===== src/rtl/uart_btn_cmd_decoder_pkg.sv =====
// rtl/uart_btn_cmd_decoder_pkg.sv - shared constants, types and decode helpers for the UART button decoder
package uart_btn_cmd_decoder_pkg;

    typedef enum logic [1:0] {
        ST_IDLE     = 2'd0,
        ST_WAIT_BTN = 2'd1,
        ST_PULSE    = 2'd2
    } state_e;

    localparam logic [1:0] TGT_WATCH     = 2'd0;
    localparam logic [1:0] TGT_STOPWATCH = 2'd1;
    localparam logic [1:0] TGT_SR04      = 2'd2;
    localparam logic [1:0] TGT_DHT11     = 2'd3;

    localparam logic [7:0] ASCII_W  = 8'h57;
    localparam logic [7:0] ASCII_S  = 8'h53;
    localparam logic [7:0] ASCII_U  = 8'h55;
    localparam logic [7:0] ASCII_H  = 8'h48;
    localparam logic [7:0] ASCII_R  = 8'h52;
    localparam logic [7:0] ASCII_L  = 8'h4C;
    localparam logic [7:0] ASCII_D  = 8'h44;
    localparam logic [7:0] ASCII_CR = 8'h0D;
    localparam logic [7:0] ASCII_LF = 8'h0A;

    typedef struct packed {
        logic       valid;
        logic [1:0] idx;
    } target_dec_t;

    typedef struct packed {
        logic       valid;
        logic [3:0] onehot;
    } button_dec_t;

    function automatic logic [7:0] fold_upper(input logic [7:0] b);
        if (b >= 8'h61 && b <= 8'h7A) begin
            return b - 8'h20;
        end
        return b;
    endfunction

    function automatic target_dec_t decode_target(input logic [7:0] b);
        target_dec_t t;
        t = '{valid: 1'b1, idx: TGT_WATCH};
        case (b)
            ASCII_W: t.idx = TGT_WATCH;
            ASCII_S: t.idx = TGT_STOPWATCH;
            ASCII_U: t.idx = TGT_SR04;
            ASCII_H: t.idx = TGT_DHT11;
            default: t.valid = 1'b0;
        endcase
        return t;
    endfunction

    function automatic button_dec_t decode_button(input logic [7:0] b);
        button_dec_t d;
        d = '{valid: 1'b1, onehot: 4'b0000};
        case (b)
            ASCII_R: d.onehot = 4'b0001;
            ASCII_L: d.onehot = 4'b0010;
            ASCII_U: d.onehot = 4'b0100;
            ASCII_D: d.onehot = 4'b1000;
            default: d.valid  = 1'b0;
        endcase
        return d;
    endfunction

    // A one-cycle terminal count still needs a one-bit register
    function automatic int unsigned cnt_width(input int unsigned n);
        return (n < 2) ? 1 : $clog2(n);
    endfunction

endpackage


===== src/rtl/uart_btn_cmd_decoder_if.sv =====
// rtl/uart_btn_cmd_decoder_if.sv - receive-byte input and button/status outputs of the decoder
interface uart_btn_cmd_decoder_if;
    logic [7:0] i_rx_data;
    logic       i_rx_done;
    logic [3:0] o_btn_uart_watch;
    logic [3:0] o_btn_uart_stopwatch;
    logic [3:0] o_btn_uart_sr04;
    logic [3:0] o_btn_uart_dht11;
    logic       o_cmd_err;
    logic       o_busy;

    modport master (
        output i_rx_data, i_rx_done,
        input  o_btn_uart_watch, o_btn_uart_stopwatch, o_btn_uart_sr04, o_btn_uart_dht11,
        input  o_cmd_err, o_busy
    );

    modport slave (
        input  i_rx_data, i_rx_done,
        output o_btn_uart_watch, o_btn_uart_stopwatch, o_btn_uart_sr04, o_btn_uart_dht11,
        output o_cmd_err, o_busy
    );
endinterface


===== src/rtl/uart_btn_cmd_decoder_cmd_cycle_timer.sv =====
// rtl/uart_btn_cmd_decoder_cmd_cycle_timer.sv - clearable saturating counter with terminal-count flag
module cmd_cycle_timer #(
    parameter int unsigned WIDTH    = 1,
    parameter int unsigned TERMINAL = 0
) (
    input  logic clk,
    input  logic rst_n,
    input  logic i_clr,
    input  logic i_en,
    output logic o_tc
);
    localparam logic [WIDTH-1:0] TERM = WIDTH'(TERMINAL);

    logic [WIDTH-1:0] cnt_q;
    logic [WIDTH-1:0] cnt_d;

    always_comb begin
        cnt_d = cnt_q;
        if (i_clr) begin
            cnt_d = '0;
        end else if (i_en && (cnt_q != TERM)) begin
            cnt_d = cnt_q + WIDTH'(1);
        end
    end

    always_ff @(posedge clk or negedge rst_n) begin
        if (!rst_n) begin
            cnt_q <= '0;
        end else begin
            cnt_q <= cnt_d;
        end
    end

    assign o_tc = (cnt_q == TERM);
endmodule


===== src/rtl/uart_btn_cmd_decoder.sv =====
// rtl/uart_btn_cmd_decoder.sv - two-byte ASCII command decoder driving timed button pulses on four mode buses
module uart_btn_cmd_decoder
    import uart_btn_cmd_decoder_pkg::*;
#(
    parameter int unsigned PULSE_CYCLES   = 1_000_000,
    parameter int unsigned TIMEOUT_CYCLES = 10_000_000
) (
    input  logic                   clk,
    input  logic                   rst_n,
    uart_btn_cmd_decoder_if.slave  io
);
    state_e      state_q, state_d;
    logic [1:0]  target_q, target_d;
    logic [15:0] bus_q, bus_d;
    logic        err_q, err_d;
    logic        busy_q, busy_d;

    logic        tmo_tc;
    logic        pls_tc;
    logic [7:0]  rx_byte;
    logic        rx_live;
    target_dec_t tdec;
    button_dec_t bdec;

    // The error flop adds a cycle, so the timer flags one count early
    cmd_cycle_timer #(
        .WIDTH    (cnt_width(TIMEOUT_CYCLES)),
        .TERMINAL (TIMEOUT_CYCLES - 2)
    ) u_timeout (
        .clk   (clk),
        .rst_n (rst_n),
        .i_clr (state_q != ST_WAIT_BTN),
        .i_en  (state_q == ST_WAIT_BTN),
        .o_tc  (tmo_tc)
    );

    cmd_cycle_timer #(
        .WIDTH    (cnt_width(PULSE_CYCLES)),
        .TERMINAL (PULSE_CYCLES - 1)
    ) u_pulse (
        .clk   (clk),
        .rst_n (rst_n),
        .i_clr (state_q != ST_PULSE),
        .i_en  (state_q == ST_PULSE),
        .o_tc  (pls_tc)
    );

    always_comb begin
        rx_byte  = fold_upper(io.i_rx_data);
        tdec     = decode_target(rx_byte);
        bdec     = decode_button(rx_byte);
        rx_live  = io.i_rx_done && (rx_byte != ASCII_CR) && (rx_byte != ASCII_LF);

        state_d  = state_q;
        target_d = target_q;
        bus_d    = bus_q;
        err_d    = 1'b0;

        case (state_q)
            ST_IDLE: begin
                if (rx_live) begin
                    if (tdec.valid) begin
                        target_d = tdec.idx;
                        state_d  = ST_WAIT_BTN;
                    end else begin
                        err_d = 1'b1;
                    end
                end
            end
            ST_WAIT_BTN: begin
                if (rx_live) begin
                    if (bdec.valid) begin
                        bus_d   = {12'b0, bdec.onehot} << {target_q, 2'b00};
                        state_d = ST_PULSE;
                    end else begin
                        err_d   = 1'b1;
                        state_d = ST_IDLE;
                    end
                end else if (tmo_tc) begin
                    err_d   = 1'b1;
                    state_d = ST_IDLE;
                end
            end
            ST_PULSE: begin
                if (rx_live) begin
                    err_d = 1'b1;
                end
                if (pls_tc) begin
                    bus_d   = '0;
                    state_d = ST_IDLE;
                end
            end
            default: begin
                bus_d   = '0;
                state_d = ST_IDLE;
            end
        endcase

        busy_d = (state_d != ST_IDLE);
    end

    always_ff @(posedge clk or negedge rst_n) begin
        if (!rst_n) begin
            state_q  <= ST_IDLE;
            target_q <= TGT_WATCH;
            bus_q    <= '0;
            err_q    <= 1'b0;
            busy_q   <= 1'b0;
        end else begin
            state_q  <= state_d;
            target_q <= target_d;
            bus_q    <= bus_d;
            err_q    <= err_d;
            busy_q   <= busy_d;
        end
    end

    assign io.o_btn_uart_watch     = bus_q[3:0];
    assign io.o_btn_uart_stopwatch = bus_q[7:4];
    assign io.o_btn_uart_sr04      = bus_q[11:8];
    assign io.o_btn_uart_dht11     = bus_q[15:12];
    assign io.o_cmd_err            = err_q;
    assign io.o_busy               = busy_q;
endmodule

===== src/flat_wrapper.sv =====
// flat-port wrapper written by rule: the top's interface ports become plain ports
module uart_btn_cmd_decoder_flat import uart_btn_cmd_decoder_pkg::*;
#(
    parameter int unsigned PULSE_CYCLES   = 1_000_000,
    parameter int unsigned TIMEOUT_CYCLES = 10_000_000
)
  (clk, rst_n, io_i_rx_data, io_i_rx_done, io_o_btn_uart_watch, io_o_btn_uart_stopwatch, io_o_btn_uart_sr04, io_o_btn_uart_dht11, io_o_cmd_err, io_o_busy);
  uart_btn_cmd_decoder_if io_i ();
  input  logic clk;
  input  logic rst_n;
  input wire logic [$bits(io_i.i_rx_data)-1:0] io_i_rx_data;
  input wire logic [$bits(io_i.i_rx_done)-1:0] io_i_rx_done;
  output wire logic [$bits(io_i.o_btn_uart_watch)-1:0] io_o_btn_uart_watch;
  output wire logic [$bits(io_i.o_btn_uart_stopwatch)-1:0] io_o_btn_uart_stopwatch;
  output wire logic [$bits(io_i.o_btn_uart_sr04)-1:0] io_o_btn_uart_sr04;
  output wire logic [$bits(io_i.o_btn_uart_dht11)-1:0] io_o_btn_uart_dht11;
  output wire logic [$bits(io_i.o_cmd_err)-1:0] io_o_cmd_err;
  output wire logic [$bits(io_i.o_busy)-1:0] io_o_busy;
  assign io_i.i_rx_data = io_i_rx_data;
  assign io_i.i_rx_done = io_i_rx_done;
  assign io_o_btn_uart_watch = io_i.o_btn_uart_watch;
  assign io_o_btn_uart_stopwatch = io_i.o_btn_uart_stopwatch;
  assign io_o_btn_uart_sr04 = io_i.o_btn_uart_sr04;
  assign io_o_btn_uart_dht11 = io_i.o_btn_uart_dht11;
  assign io_o_cmd_err = io_i.o_cmd_err;
  assign io_o_busy = io_i.o_busy;
  uart_btn_cmd_decoder #(.PULSE_CYCLES(PULSE_CYCLES), .TIMEOUT_CYCLES(TIMEOUT_CYCLES)) u_core (.clk(clk), .rst_n(rst_n), .io(io_i));
endmodule

===== config.mk =====
export PLATFORM = sky130hd
export DESIGN_NAME = uart_btn_cmd_decoder_flat
export DESIGN_NICKNAME = d
export VERILOG_FILES = /design/src/rtl/uart_btn_cmd_decoder_pkg.sv /design/src/rtl/uart_btn_cmd_decoder_if.sv /design/src/rtl/uart_btn_cmd_decoder_cmd_cycle_timer.sv /design/src/rtl/uart_btn_cmd_decoder.sv /design/src/flat_wrapper.sv
export SDC_FILE = /design/constraint.sdc
export NUM_CORES = 1
export LEC_CHECK = 0
export CORE_UTILIZATION = 35
export CTS_CLUSTER_DIAMETER = 50
export DETAILED_ROUTE_END_ITERATION = 12
export PLACE_DENSITY = 0.57
export SLEW_MARGIN = 30
export SYNTH_ARGS = -nofsm -noshare
export SYNTH_HDL_FRONTEND = slang
export SYNTH_SLANG_ARGS = --single-unit

===== constraint.sdc =====
create_clock -name clk -period 1.8 [get_ports clk]
set_clock_uncertainty 0.2 [all_clocks]
set_input_delay 0.27 -clock clk [delete_from_list [all_inputs] [get_ports clk]]
set_output_delay 0.27 -clock clk [all_outputs]
set_load 0.05 [all_outputs]

==> impl_metrics.tcl, run 1 <==
set metrics [dict create \
    yosys.area_share.adder 0.0135 \
    dr.pass1.iters 4 \
    yosys-top-cells-area "dfrtp_1 44%, xor2_1 5.2%, nor2_1 4.7%" \
    ir_worst_vdd_v 0.000376 \
    clockPowerShare 0.388 \
    fmax_ghz 0.527 \
    synth_top_area_cell "dfrtp_1" \
    period_share 1.06 \
    numCtsBuffers 9 \
    synth.yosys.seq_area_share 0.444 \
    maxSlewHeadroom 0.702 \
    final_max_slew_viol_count 0 \
    n_fill_cell 941 \
    synth_compound_area_frac 0.144 \
    cts.sinks 66 \
    htreeDepth 3 \
    finish.utilization 0.535 \
    initial_core_util 0.360 \
    cts.clk_slew.worst_paths_ns 0.08 \
    portBuffers 28 \
    seq_area_um2 1650 \
    diodes 0 \
    synth_cells 390 \
    critPathLaunchType "flop" \
    hold_viol_final 0 \
    outcome "complete, but fails checks" \
    clock_latency_ns 0.36 \
    avgSynthCellArea_um2 9.53 \
    crit_chain "nor4bb_2 > nand4_1 > buf_6 > o211ai_1 > xor2_1 > nor2_1" \
    tns_ns -1.37 \
    worstPathRequired_ns 1.84 \
    drt_wl_total_mm 9.79 \
    mostFrequentLayoutCell "buf_4" \
    cp_num_buf_inv 1 \
    ios 29 \
    hold_slack_ns 0.191 \
    async_reset_ff_frac 1.00 \
    setup_viol 33 \
    critPathMaxFanout 10 \
    synth_area_um2 3720 \
    violations "setup timing" \
    multiInputGateArea_um2 2450 \
    gp_congestion 0.797 \
    pwr-share-seq 0.408 \
    antenna_found_initial 0 \
    dpl.hpwl_mm 6.41 \
    cts-root-buf "clkbuf_8" \
    power_density_nw_per_um2 741 \
    grt_use_total 0.186 \
    drc 0 \
    grt_pass1_vias 3428 \
    power.leakage_nw 2.27 \
    final_cell_mix "96 x buf_4, 65 x dfrtp_1, 44 x nor2_1" \
    grt_pass1_wl_mm 16.4 \
    core_um2 10300 \
    grt_max_degree 67 \
    tritoncts "done" \
    synth-xor-area-share 0.0801 \
    rows 37 \
    worst-slew-pin-transition_ns 0.446 \
    ant_nets 0 \
    die_h_um 105 \
    yosys.area.top_type_share 0.444 \
    cp_slowest_cell "nor4bb_2" \
    intPower_mw 2.94 \
    fin_nets 520 \
    ys_warn_count 0 \
    power_mw 4.09 \
    syn_nets 405 \
    drt_iter0_drc 121 \
    fin_crit_ns 1.90 \
    endpoint_kind "flop" \
    hold_path_class "input port to flop" \
    vias_per_cell 5.27 \
    setup.worst_path.class "flop to flop" \
    die_area_um2 11000 \
    rsz0062_at_grt "true" \
    drive_gt1_frac 0.437 \
    crit_path_max_incr_delay_ns 0.42 \
    wl_per_cell_um 15.2 \
    synth_seq_cells 66 \
    synthMuxAreaShare 0.00808 \
    synthSimpleGateAreaFrac 0.285 \
    grt.overflow.total 0 \
    switchingPower_mw 1.16 \
    swShare 0.282 \
    timing.final.ws_setup_ns -0.0992 \
    die_w_um 105 \
    pwr-share-comb 0.204 \
    synth_edf_count 0 \
    ys_types 55 \
    synth_top_family_by_area "simple AND/OR/NAND/NOR gates" \
    vias 3404 \
    post-place-ws_ns -0.886 \
    arrival_ns 1.94 \
    clock_path_buffers 2 \
    maxCapViolCount 0 \
    syn_to_final_growth_pct 48.6 \
    crit_family "simple AND/OR/NAND/NOR gates" \
    ys.flop_type "dfrtp_1" \
]
==> Yosys cell counts (all sizes together), types with 5 or more instances <==
library cell / n
a21oi: 10
a22oi: 15
and2: 5
and3: 11
and4: 6
clkbuf: 10
dfrtp: 66
inv: 8
nand2: 23
nand2b: 20
nand3: 11
nand4: 15
nor2: 48
nor3: 12
nor4: 5
o21ai: 26
or3: 6
xnor2: 12
xor2: 22
==> cell type report <==
| class | instances | area share |
|---|---|---|
| Multi-Input combinational cell | 304 | 0.444 |
| Clock buffer | 10 | 0.0249 |
| Tap cell | 136 | 0.0308 |
| Inverter | 8 | 0.00770 |
| Sequential cell | 66 | 0.299 |
| Clock inverter | 6 | 0.0206 |
| Timing Repair Buffer | 116 | 0.173 |
==> power groups by stage <==
stage / logic, mW / clock network, mW / registers (mW)
after global placement: 0.693 / 0 / 1.69
final: 0.834 / 1.59 / 1.67
after CTS: 0.750 / 1.61 / 1.67
after global routing: 0.918 / 1.67 / 1.69
after floorplan: 0.284 / 0 / 1.77
after detailed placement: 0.710 / 0 / 1.69
==> repair_timing <==
item                                    4_1_cts  5_1_grt
buffers inserted                              3        1
endpoints found under the hold margin        66        0
cloned                                        2        0
gates resized for setup                      64       50
hold buffers                                  1        0
endpoints found under the setup margin       42       61
pin swaps                                    33       32
==> registers in the layout, summed over array words and instances (netlist names) <==
register and cells:
u_core.io.o_cmd_err 1, u_core.u_pulse.cnt_q 20, u_core.bus_q 16, u_core.u_timeout.cnt_q 24
u_core.state_q 2, u_core.io.o_busy 1, u_core.target_q 2
==> worst paths after layout <==
check | start | to | slack, ns | cells after the start
min in group asynchronous | rst_n | u_core.u_timeout.cnt_q[14]$_DFFE_PN0P_ | 0.26 | 3
worst max register to register | u_core.u_timeout.cnt_q[14]$_DFFE_PN0P_ | u_core.u_timeout.cnt_q[6]$_DFFE_PN0P_ | -0.1 | 6
worst max-delay path | u_core.u_timeout.cnt_q[14]$_DFFE_PN0P_ | u_core.u_timeout.cnt_q[6]$_DFFE_PN0P_ | -0.1 | 6
worst min-delay path | io_i_rx_data[2] | u_core.target_q[0]$_DFFE_PN0P_ | 0.19 | 3
worst min register to register | u_core.u_timeout.cnt_q[23]$_DFFE_PN0P_ | u_core.u_timeout.cnt_q[23]$_DFFE_PN0P_ | 0.35 | 2
max in group asynchronous | rst_n | u_core.bus_q[1]$_DFFE_PN0P_ | 0.83 | 3
==> cells by family (layout without fill, tap and decap cells) <==
kind of cell / count (synthesis) / count (layout)
xor+xnor: 34 / 34
compound gates: 72 / 74
fa+ha+maj: 4 / 4
flops: 66 / 66
buf+inv: 22 / 140
mux: 3 / 3
simple gates: 189 / 189
==> through the flow <==
step                      instances  instance area, um^2
final                           646                 5520
after detailed placement        623                 4800
after CTS                       645                 5300
after floorplan                 390                 3830
after global placement          623                 4800
after global routing            646                 5520
==> per-layer routing <==
metal	vias to the layer above	GRT usage	wire length (um)	share of wire
li1	1645	-	-	-
met1	1690	0.248	4580	0.47
met2	57	0.304	4770	0.49
met3	12	0.0362	316	0.032
met4	0	0.0533	117	0.012
met5	-	0	0	0
==> worst min-delay path, delay by kind of cell <==
kind                   cells  cell delay, ns
buffers and inverters      2            0.36
AO/OA/AOI/OAI              1            0.07
Power figures use the tool's default switching activity.
==> run 2: changes to the inputs <==
==> constraint.sdc (replaced) <==
create_clock -name clk -period 1.6 [get_ports clk]
set_clock_uncertainty 0.2 [all_clocks]
set_input_delay 0.24 -clock clk [delete_from_list [all_inputs] [get_ports clk]]
set_output_delay 0.24 -clock clk [all_outputs]
set_load 0.05 [all_outputs]
==> run 2 against run 1 <==
Compared with the run above: the run still ends with setup timing left; cell area is 11% higher; clock power is 13% higher; critical path depth is 2 higher; via count is 5.3% higher; global-route usage is 1.7 points higher; clock-buffer cell count is 2 higher; core utilization is 6.1 points higher; critical path type unchanged; first-iteration DRC count is 7.4% higher; fmax is 1.5% higher; die area stayed put; final cell count is 4.6% higher.
==> impl_metrics.tcl, run 2 (same netlist as run 1, synthesis figures left out) <==
set metrics [dict create \
    die_area_um2 11000 \
    setup.worst_path.class "flop to flop" \
    tns_ns -10.18 \
    initial_core_util 0.360 \
    grt_pass1_vias 3657 \
    dr.pass1.iters 4 \
    cts.clk_slew.worst_paths_ns 0.08 \
    grt_pass1_wl_mm 17.8 \
    ant_nets 0 \
    fin_nets 550 \
    gp_congestion 0.828 \
    maxSlewHeadroom 0.701 \
    diodes 0 \
    power.leakage_nw 2.66 \
    dp_cells 635 \
    hold_slack_ns 0.148 \
    fmax_ghz 0.534 \
    grt_use_total 0.203 \
    top_regs "u_core.u_timeout.cnt_q (24), u_core.u_pulse.cnt_q (20), u_core.bus_q (16)" \
    die_h_um 105 \
    post-place-ws_ns -1.07 \
    drc 0 \
    worst-slew-pin-transition_ns 0.448 \
    clock_path_buffers 2 \
    drive_gt1_frac 0.474 \
    final_cell_area_um2 6150 \
    drt_wl_total_mm 10.4 \
    dpl.hpwl_mm 6.73 \
    cts.sinks 66 \
    ir_worst_vdd_v 0.000383 \
    hold_viol_final 0 \
    placed_cell_area_um2 5190 \
    grt.overflow.total 0 \
    rsz0062_at_grt "true" \
    antenna_found_initial 0 \
    mostFrequentLayoutCell "buf_4" \
    wl_per_cell_um 15.4 \
    final_max_slew_viol_count 0 \
    htreeDepth 3 \
    endpoint_kind "flop" \
    die_w_um 105 \
    critPathMaxFanout 5 \
    cp_slowest_cell "dfrtp_1" \
    portBuffers 28 \
    clock_latency_ns 0.36 \
    cts-root-buf "clkbuf_8" \
    fin_crit_ns 1.87 \
    tritoncts "done" \
    vias_per_cell 5.30 \
    power_density_nw_per_um2 781 \
    largest_reg_flops 24 \
    crit_chain "inv_2 > ha_4 > nor4bb_4 > nand4_1 > buf_6 > o211ai_1 > xor2_1 > nor2_1" \
    finalNonFillerCells 676 \
    drt_iter0_drc 130 \
    top_register "u_core.u_timeout.cnt_q" \
    final_cell_mix "95 x buf_4, 65 x dfrtp_1, 45 x nor2_1" \
    core_um2 10300 \
    syn_to_final_growth_pct 65.5 \
    ios 29 \
    numCtsBuffers 9 \
    violations "setup timing" \
    power_mw 4.81 \
    arrival_ns 1.91 \
    vias 3583 \
    rows 37 \
    critPathLaunchType "flop" \
    grt_max_degree 32 \
    crit_path_max_incr_delay_ns 0.39 \
    finish.utilization 0.596 \
    outcome "complete, but fails checks" \
    timing.final.ws_setup_ns -0.272 \
    r2r.worst_path.cells 8 \
    hold_path_class "input port to async pin" \
    period_share 1.17 \
    worstPathRequired_ns 1.64 \
    setup_viol 58 \
    maxCapViolCount 0 \
]
==> run 2: routing by layer <==
metal	up-vias	global-route usage	routed length (um)
met5	-	0	0
met4	0	0.0734	138
met3	11	0.0399	245
met2	56	0.328	5160
met1	1812	0.268	4880
li1	1704	-	-
==> run 2: worst paths after layout <==
path | end | slack (ns) | start
min in group clk | u_core.target_q[0]$_DFFE_PN0P_ | 0.21 | io_i_rx_data[2]
max in group asynchronous | u_core.bus_q[12]$_DFFE_PN0P_ | 0.52 | rst_n
worst min register to register | u_core.u_pulse.cnt_q[17]$_DFFE_PN0P_ | 0.38 | u_core.u_pulse.cnt_q[17]$_DFFE_PN0P_
worst min-delay path | u_core.u_pulse.cnt_q[8]$_DFFE_PN0P_ | 0.15 | rst_n
worst max-delay path | u_core.u_timeout.cnt_q[7]$_DFFE_PN0P_ | -0.27 | u_core.u_timeout.cnt_q[0]$_DFFE_PN0P_
worst max register to register | u_core.u_timeout.cnt_q[7]$_DFFE_PN0P_ | -0.27 | u_core.u_timeout.cnt_q[0]$_DFFE_PN0P_
==> run 2: repair_timing <==
item                       in CTS  in global routing
resized for setup             114                 22
pin swaps                      56                 37
buffers inserted               19                  5
hold buffers                    1                  0
setup endpoints to repair      59                 63
gates cloned                    4                  0
hold endpoints to repair       39                  0
==> run 2: final cells by class <==
cell class | count | area [um^2]
clock inverters | 4 | 97.6
inverters | 8 | 45.0
flip-flops and latches | 66 | 1650
multi-input cells | 304 | 2540
repair buffers | 146 | 1490
clock buffers | 12 | 155
fillers | 819 | 4170
well taps | 136 | 170
==> run 2: critical path: cells and delay by family (launching register included) <==
kind	cells	cell delay [ns]
AO/OA/AOI/OAI	1	0.22
XOR/XNOR	1	0.18
adder cells (fa/ha/maj)	1	0.13
buffers and inverters	2	0.26
flip-flops	1	0.39
AND/OR/NAND/NOR	3	0.38
==> run 2: where the power goes <==
group          total [mW]  internal (mW)  switching [mW]
combinational        1.12          0.591           0.524
sequential           1.89           1.78           0.111
clock                1.80           1.12           0.679
==> run 3: changes to the inputs <==
--- a/config.mk
+++ b/config.mk
@@ -6,6 +6,7 @@
 export NUM_CORES = 1
 export LEC_CHECK = 0
 export CORE_UTILIZATION = 35
+export CTS_BUF_LIST = sky130_fd_sc_hd__clkbuf_4 sky130_fd_sc_hd__clkbuf_8 sky130_fd_sc_hd__clkbuf_16
 export CTS_CLUSTER_DIAMETER = 50
 export DETAILED_ROUTE_END_ITERATION = 12
 export PLACE_DENSITY = 0.57
==> run 3 against run 2 <==
Compared with the run above: the flow still finishes with violations (setup timing); routed wire length shrank 0.17%; die area unchanged; combinational power about the same; clock power hardly changed; first-iteration DRC count down 2.3%; sequential cell count unchanged; sequential share of layout area about the same.
==> impl_metrics.tcl, run 3 (same netlist as run 1, synthesis figures left out) <==
set metrics [dict create \
    outcome "complete, but fails checks" \
    violations "setup timing" \
    antenna_found_initial 0 \
    cts-root-buf "clkbuf_8" \
    setup_viol 57 \
    vias_per_cell 5.29 \
    drt_wl_total_mm 10.4 \
    numCtsBuffers 9 \
    mostFrequentLayoutCell "buf_4" \
    die_h_um 105 \
    grt.overflow.total 0 \
    grt_pass1_vias 3652 \
    grt_use_total 0.203 \
    final_max_slew_viol_count 0 \
    vias 3579 \
    arrival_ns 1.91 \
    setup.worst_path.class "flop to flop" \
    dr.pass1.iters 4 \
    syn_to_final_growth_pct 65.6 \
    clock_path_buffers 2 \
    hold_path_class "input port to async pin" \
    finish.utilization 0.596 \
    fin_crit_ns 1.88 \
    grt_max_degree 32 \
    route.met3.wl_um 313 \
    htreeDepth 3 \
    critPathMaxFanout 5 \
    portBuffers 28 \
    met1_length_mm 4.80 \
    worst-slew-pin-transition_ns 0.448 \
    gp_congestion 0.828 \
    fin_nets 550 \
    dpl.hpwl_mm 6.73 \
    power_density_nw_per_um2 783 \
    period_share 1.17 \
    worstPathRequired_ns 1.64 \
    grt_pass1_wl_mm 17.8 \
    cts.clk_slew.worst_paths_ns 0.08 \
    drt_iter0_drc 127 \
    ant_nets 0 \
    clock_latency_ns 0.36 \
    hold_slack_ns 0.148 \
    ir_worst_vdd_v 0.000384 \
    wl_per_cell_um 15.4 \
    diodes 0 \
    endpoint_kind "flop" \
    critPathLaunchType "flop" \
    cts.sinks 66 \
    timing.final.ws_setup_ns -0.275 \
    fmax_ghz 0.533 \
    startpoint "u_core.u_timeout.cnt_q[0]$_DFFE_PN0P_" \
    wl_met2_mm 5.13 \
    rr_startpoint "u_core.u_timeout.cnt_q[0]$_DFFE_PN0P_" \
    maxSlewHeadroom 0.701 \
    die_area_um2 11000 \
    top_layer_used "met4" \
    maxCapViolCount 0 \
    largest_reg_flops 24 \
    top_regs "u_core.u_timeout.cnt_q (24), u_core.u_pulse.cnt_q (20), u_core.bus_q (16)" \
    power.leakage_nw 2.66 \
    die_w_um 105 \
    hold_viol_final 0 \
    n_fill_cell 819 \
    top_register "u_core.u_timeout.cnt_q" \
    final_cell_mix "95 x buf_4, 65 x dfrtp_1, 45 x nor2_1" \
    ios 29 \
    tritoncts "done" \
    rsz0062_at_grt "true" \
    initial_core_util 0.360 \
    drive_gt1_frac 0.476 \
    core_um2 10300 \
    rows 37 \
    drc 0 \
]
==> run 3: cell counts in the layout (fill, tap and decap cells not counted) <==
No cell type changed its count.
==> run 3: report_power, final <==
part / switching, mW / leakage [nW] / total, mW / internal (mW)
clock network: 0.675 / 0.126 / 1.81 / 1.14
registers: 0.110 / 0.813 / 1.89 / 1.78
logic: 0.524 / 1.72 / 1.12 / 0.591
==> run 3: critical path: stages (launching register included) <==
cell,delay (ns)
dfrtp_1,0.39
inv_2,0.08
ha_4,0.13
nor4bb_4,0.17
nand4_1,0.16
buf_6,0.18
o211ai_1,0.22
xor2_1,0.18
nor2_1,0.05
==> run 3: cell type report <==
cell class	count	area, um^2	area share
clock buffer	12	159	0.0258
clock inverter	4	97.6	0.0159
tap	136	170	0.0276
inverter	8	45.0	0.00732
sequential	66	1650	0.268
multi-input combinational	304	2540	0.412
timing repair buffer	146	1490	0.243
==> run 3: metrics by stage <==
| stage | instance area [um^2] | std cells | setup TNS [ns] | setup WS [ns] | power [mW] |
|---|---|---|---|---|---|
| global placement | 5190 | 635 | -26.20 | -1.02 | 2.86 |
| global route | 6160 | 676 | -15.03 | -0.382 | 5.03 |
| floorplan | 3900 | 390 | -7.58 | -0.301 | 2.35 |
| CTS | 6040 | 673 | -10.30 | -0.274 | 4.82 |
| finish | 6160 | 676 | -10.21 | -0.275 | 4.82 |
| detailed placement | 5190 | 635 | -27.65 | -1.07 | 2.87 |
==> run 3: final timing paths <==
check,cells after the start,slack [ns],end
worst max register to register,8,-0.28,u_core.u_timeout.cnt_q[7]$_DFFE_PN0P_
min in group clk,5,0.20,u_core.target_q[0]$_DFFE_PN0P_
worst min-delay path,2,0.15,u_core.u_pulse.cnt_q[8]$_DFFE_PN0P_
worst min register to register,2,0.38,u_core.u_pulse.cnt_q[17]$_DFFE_PN0P_
max in group asynchronous,3,0.52,u_core.bus_q[7]$_DFFE_PN0P_
worst max-delay path,8,-0.28,u_core.u_timeout.cnt_q[7]$_DFFE_PN0P_
==> run 3: timing repair <==
action	in CTS	in global routing
setup endpoints to repair	59	63
pin swaps	56	37
resized for setup	114	22
cloned	4	0
hold buffers	1	0
endpoints found under the hold margin	39	0
setup buffers	19	5
==> run 3: metal layers <==
metal | global-route usage | vias up
li1 | - | 1702
met1 | 0.268 | 1800
met2 | 0.328 | 62
met3 | 0.0399 | 15
met4 | 0.0734 | 0
met5 | 0 | -
==> patch, RTL diff (config.mk and constraints of run 2) <==
Re-encode `state_e` (3 states) as one-hot, 3 bits wide.
--- a/src/rtl/uart_btn_cmd_decoder_pkg.sv
+++ b/src/rtl/uart_btn_cmd_decoder_pkg.sv
@@ -1,10 +1,10 @@
 // rtl/uart_btn_cmd_decoder_pkg.sv - shared constants, types and decode helpers for the UART button decoder
 package uart_btn_cmd_decoder_pkg;
 
-    typedef enum logic [1:0] {
-        ST_IDLE     = 2'd0,
-        ST_WAIT_BTN = 2'd1,
-        ST_PULSE    = 2'd2
+    typedef enum logic [2:0] {
+        ST_IDLE     = 3'b001,
+        ST_WAIT_BTN = 3'b010,
+        ST_PULSE    = 3'b100
     } state_e;
 
     localparam logic [1:0] TGT_WATCH     = 2'd0;
Function: same outputs for any inputs over 10 cycles, from zero or initial values and one cycle with rst_n low; not proved beyond that.
==> patch against run 2 <==
- core utilization is 2.1 points higher
- sequential cell count is 1 higher
- area after synthesis is 6.8% lower
- cell area is 5.5% lower
- setup slack worse by 0.18 ns
- global-route usage is 2.1 points lower
- routed wire length is 15% lower
- critical path depth is 1 higher
- the run still ends with setup timing left
- critical endpoint is now u_core.u_timeout.cnt_q[9]
Power is not compared: it rests on default switching activity, and its combinational part moved more than twofold at a synthesized area within 25%.
==> patch: results (changes against run 2) <==
| Metric | Value |
|---|---|
| Iter 0 DRT Violations | `82 (-37%)` |
| Status | `finished with violations` |
| Gr usage total | `18.1% (-2.1 points)` |
| Worst path setup slack after routing | `-0.449 ns (-0.177 ns)` |
| Worst path slowest cell | `dfrtp_1` |
| Root buf cell | `clkbuf_8` |
| Final setup violation count | `67 (+16%)` |
| Post-placement cell count | `595 (-6.3%)` |
| Largest net degree at the start of global routing | `68 (+110%)` |
| Final Non-Filler Cells | `622 (-8.0%)` |
| First-pass GRT wire length | `14,500 um (-19%)` |
| Reg2reg end | `u_core.u_timeout.cnt_q[9]` |
| Share of cells above drive strength 1 | `49.9% (+2.5 points)` |
| Syn nets | `364 (-10%)` |
| Fillers | `749 (-8.5%)` |
| Crit path DAT | `2.07 ns (+0.16 ns)` |
| Hold WS | `0.262 ns (+0.114 ns)` |
| Syn avg cell area | `9.92 sq um (+4.1%)` |
| Seq/Total Area, Yosys | `48.4% (+4.0 points)` |
| Vias in the first global route | `3,128 (-14%)` |
| Synth cell count leaders | `dfrtp_1 (66), nor2_1 (57), nand2_1 (21), xor2_1 (20), xnor2_1 (18)` |
| Delay-heaviest family, CP | `simple AND/OR/NAND/NOR gates` |
| Clock insertion delay at the later pin of the skew report | `0.34 ns (-0.02 ns)` |
| Largest regs | `u_core.u_timeout.cnt_q (24), u_core.u_pulse.cnt_q (20), u_core.bus_q (16)` |
| Worst slack, placed | `-1.04 ns (+0.0277 ns)` |
| Async set or reset register ratio after synthesis | `100% (unchanged)` |
| Largest fanout on the critical path | `4 (-1)` |
| Final net count | `504 (-8.4%)` |
| Hpwl dp | `5740 um (-15%)` |
| Worst min path class | `in2async` |
| Failing checks | `setup timing` |
| Worst reg2reg path depth | `9 (+1)` |
| Via density per instance | `5.01 (-5.4%)` |
| Wire per inst | `14.3 um (-7.5%)` |
| Area contributors post-synth | `dfrtp_1 (48%), nor2_1 (6.2%), xor2_1 (5.1%)` |
| GPL Wtd Cong | `0.778 (-6.0%)` |
| Area post-placement | `4930 sq um (-5.0%)` |
| Initial antenna violation count | `0 (unchanged)` |
| Slew HR | `63.0% (-7.1 points)` |
-- patch: tightest hold or removal path: stages --
cell and delay (ns):
dlygate4sd3_1 0.53, buf_2 0.12, buf_12 0.31
-- patch: worst max-delay path by stage --
stage                               startpoint                         to  slack, ns  cells after the start
floorplan                      io_i_rx_data[1]         u_core.target_q[0]      -0.46                      8
global placement               io_i_rx_data[6]         u_core.target_q[1]      -0.99                      8
detailed placement             io_i_rx_data[6]         u_core.target_q[1]      -1.04                      8
CTS                 u_core.u_timeout.cnt_q[14]  u_core.u_timeout.cnt_q[4]      -0.41                      7
global route         u_core.u_timeout.cnt_q[0]  u_core.u_timeout.cnt_q[9]      -0.53                      9
finish               u_core.u_timeout.cnt_q[0]  u_core.u_timeout.cnt_q[9]      -0.45                      9
-- patch: final cells by class --
cell class	instances	share of cell area, %
clock inverter	5	1.33
timing repair buffer	140	23.9
tap	129	2.78
multi-input combinational	260	40.0
sequential	67	28.9
clock buffer	10	2.37
inverter	11	0.796
-- patch: cell families (layout without fill, tap and decap cells) --
family,after synthesis,in the layout,synth area share [%]
multiplexers,3,3,1.16
flip-flops,67,67,48.4
XOR/XNOR,38,38,9.61
buffers and inverters,22,166,3.29
AO/OA/AOI/OAI,52,52,11.3
AND/OR/NAND/NOR,163,163,24.7
adder cells (fa/ha/maj),4,4,1.45
-- patch: power by group --
| part | switching, W | total [W] | internal, W |
|---|---|---|---|
| Combinational | 0.000118 | 0.000225 | 0.000107 |
| Clock | 0.000657 | 0.00156 | 0.000907 |
| Sequential | 0.00000499 | 0.00170 | 0.00170 |
-- patch: per-layer routing --
| metal | GRT usage, % | vias to the layer above | part of all wire (%) |
|---|---|---|---|
| met5 | 0 | - | 0 |
| met4 | 4.91 | 0 | 1.5 |
| met3 | 3.86 | 12 | 2.9 |
| met2 | 30.8 | 39 | 50 |
| met1 | 23.4 | 1539 | 46 |
| li1 | - | 1529 | - |
-- patch: timing repair --
action	4_1_cts	5_1_grt
pin swaps	39	28
buffers inserted	9	2
resized for setup	91	43
hold endpoints to repair	66	0
setup endpoints to repair	67	67
cloned	1	0
hold buffers	1	0
-- patch: stage by stage --
step	TNS, ns	utilization (%)
2_1_floorplan	-14.95	-
3_3_place_gp	-32.60	52.4
3_5_place_dp	-33.34	52.4
4_1_cts	-20.07	58.7
5_1_grt	-26.51	61.7
6_report	-20.28	61.7
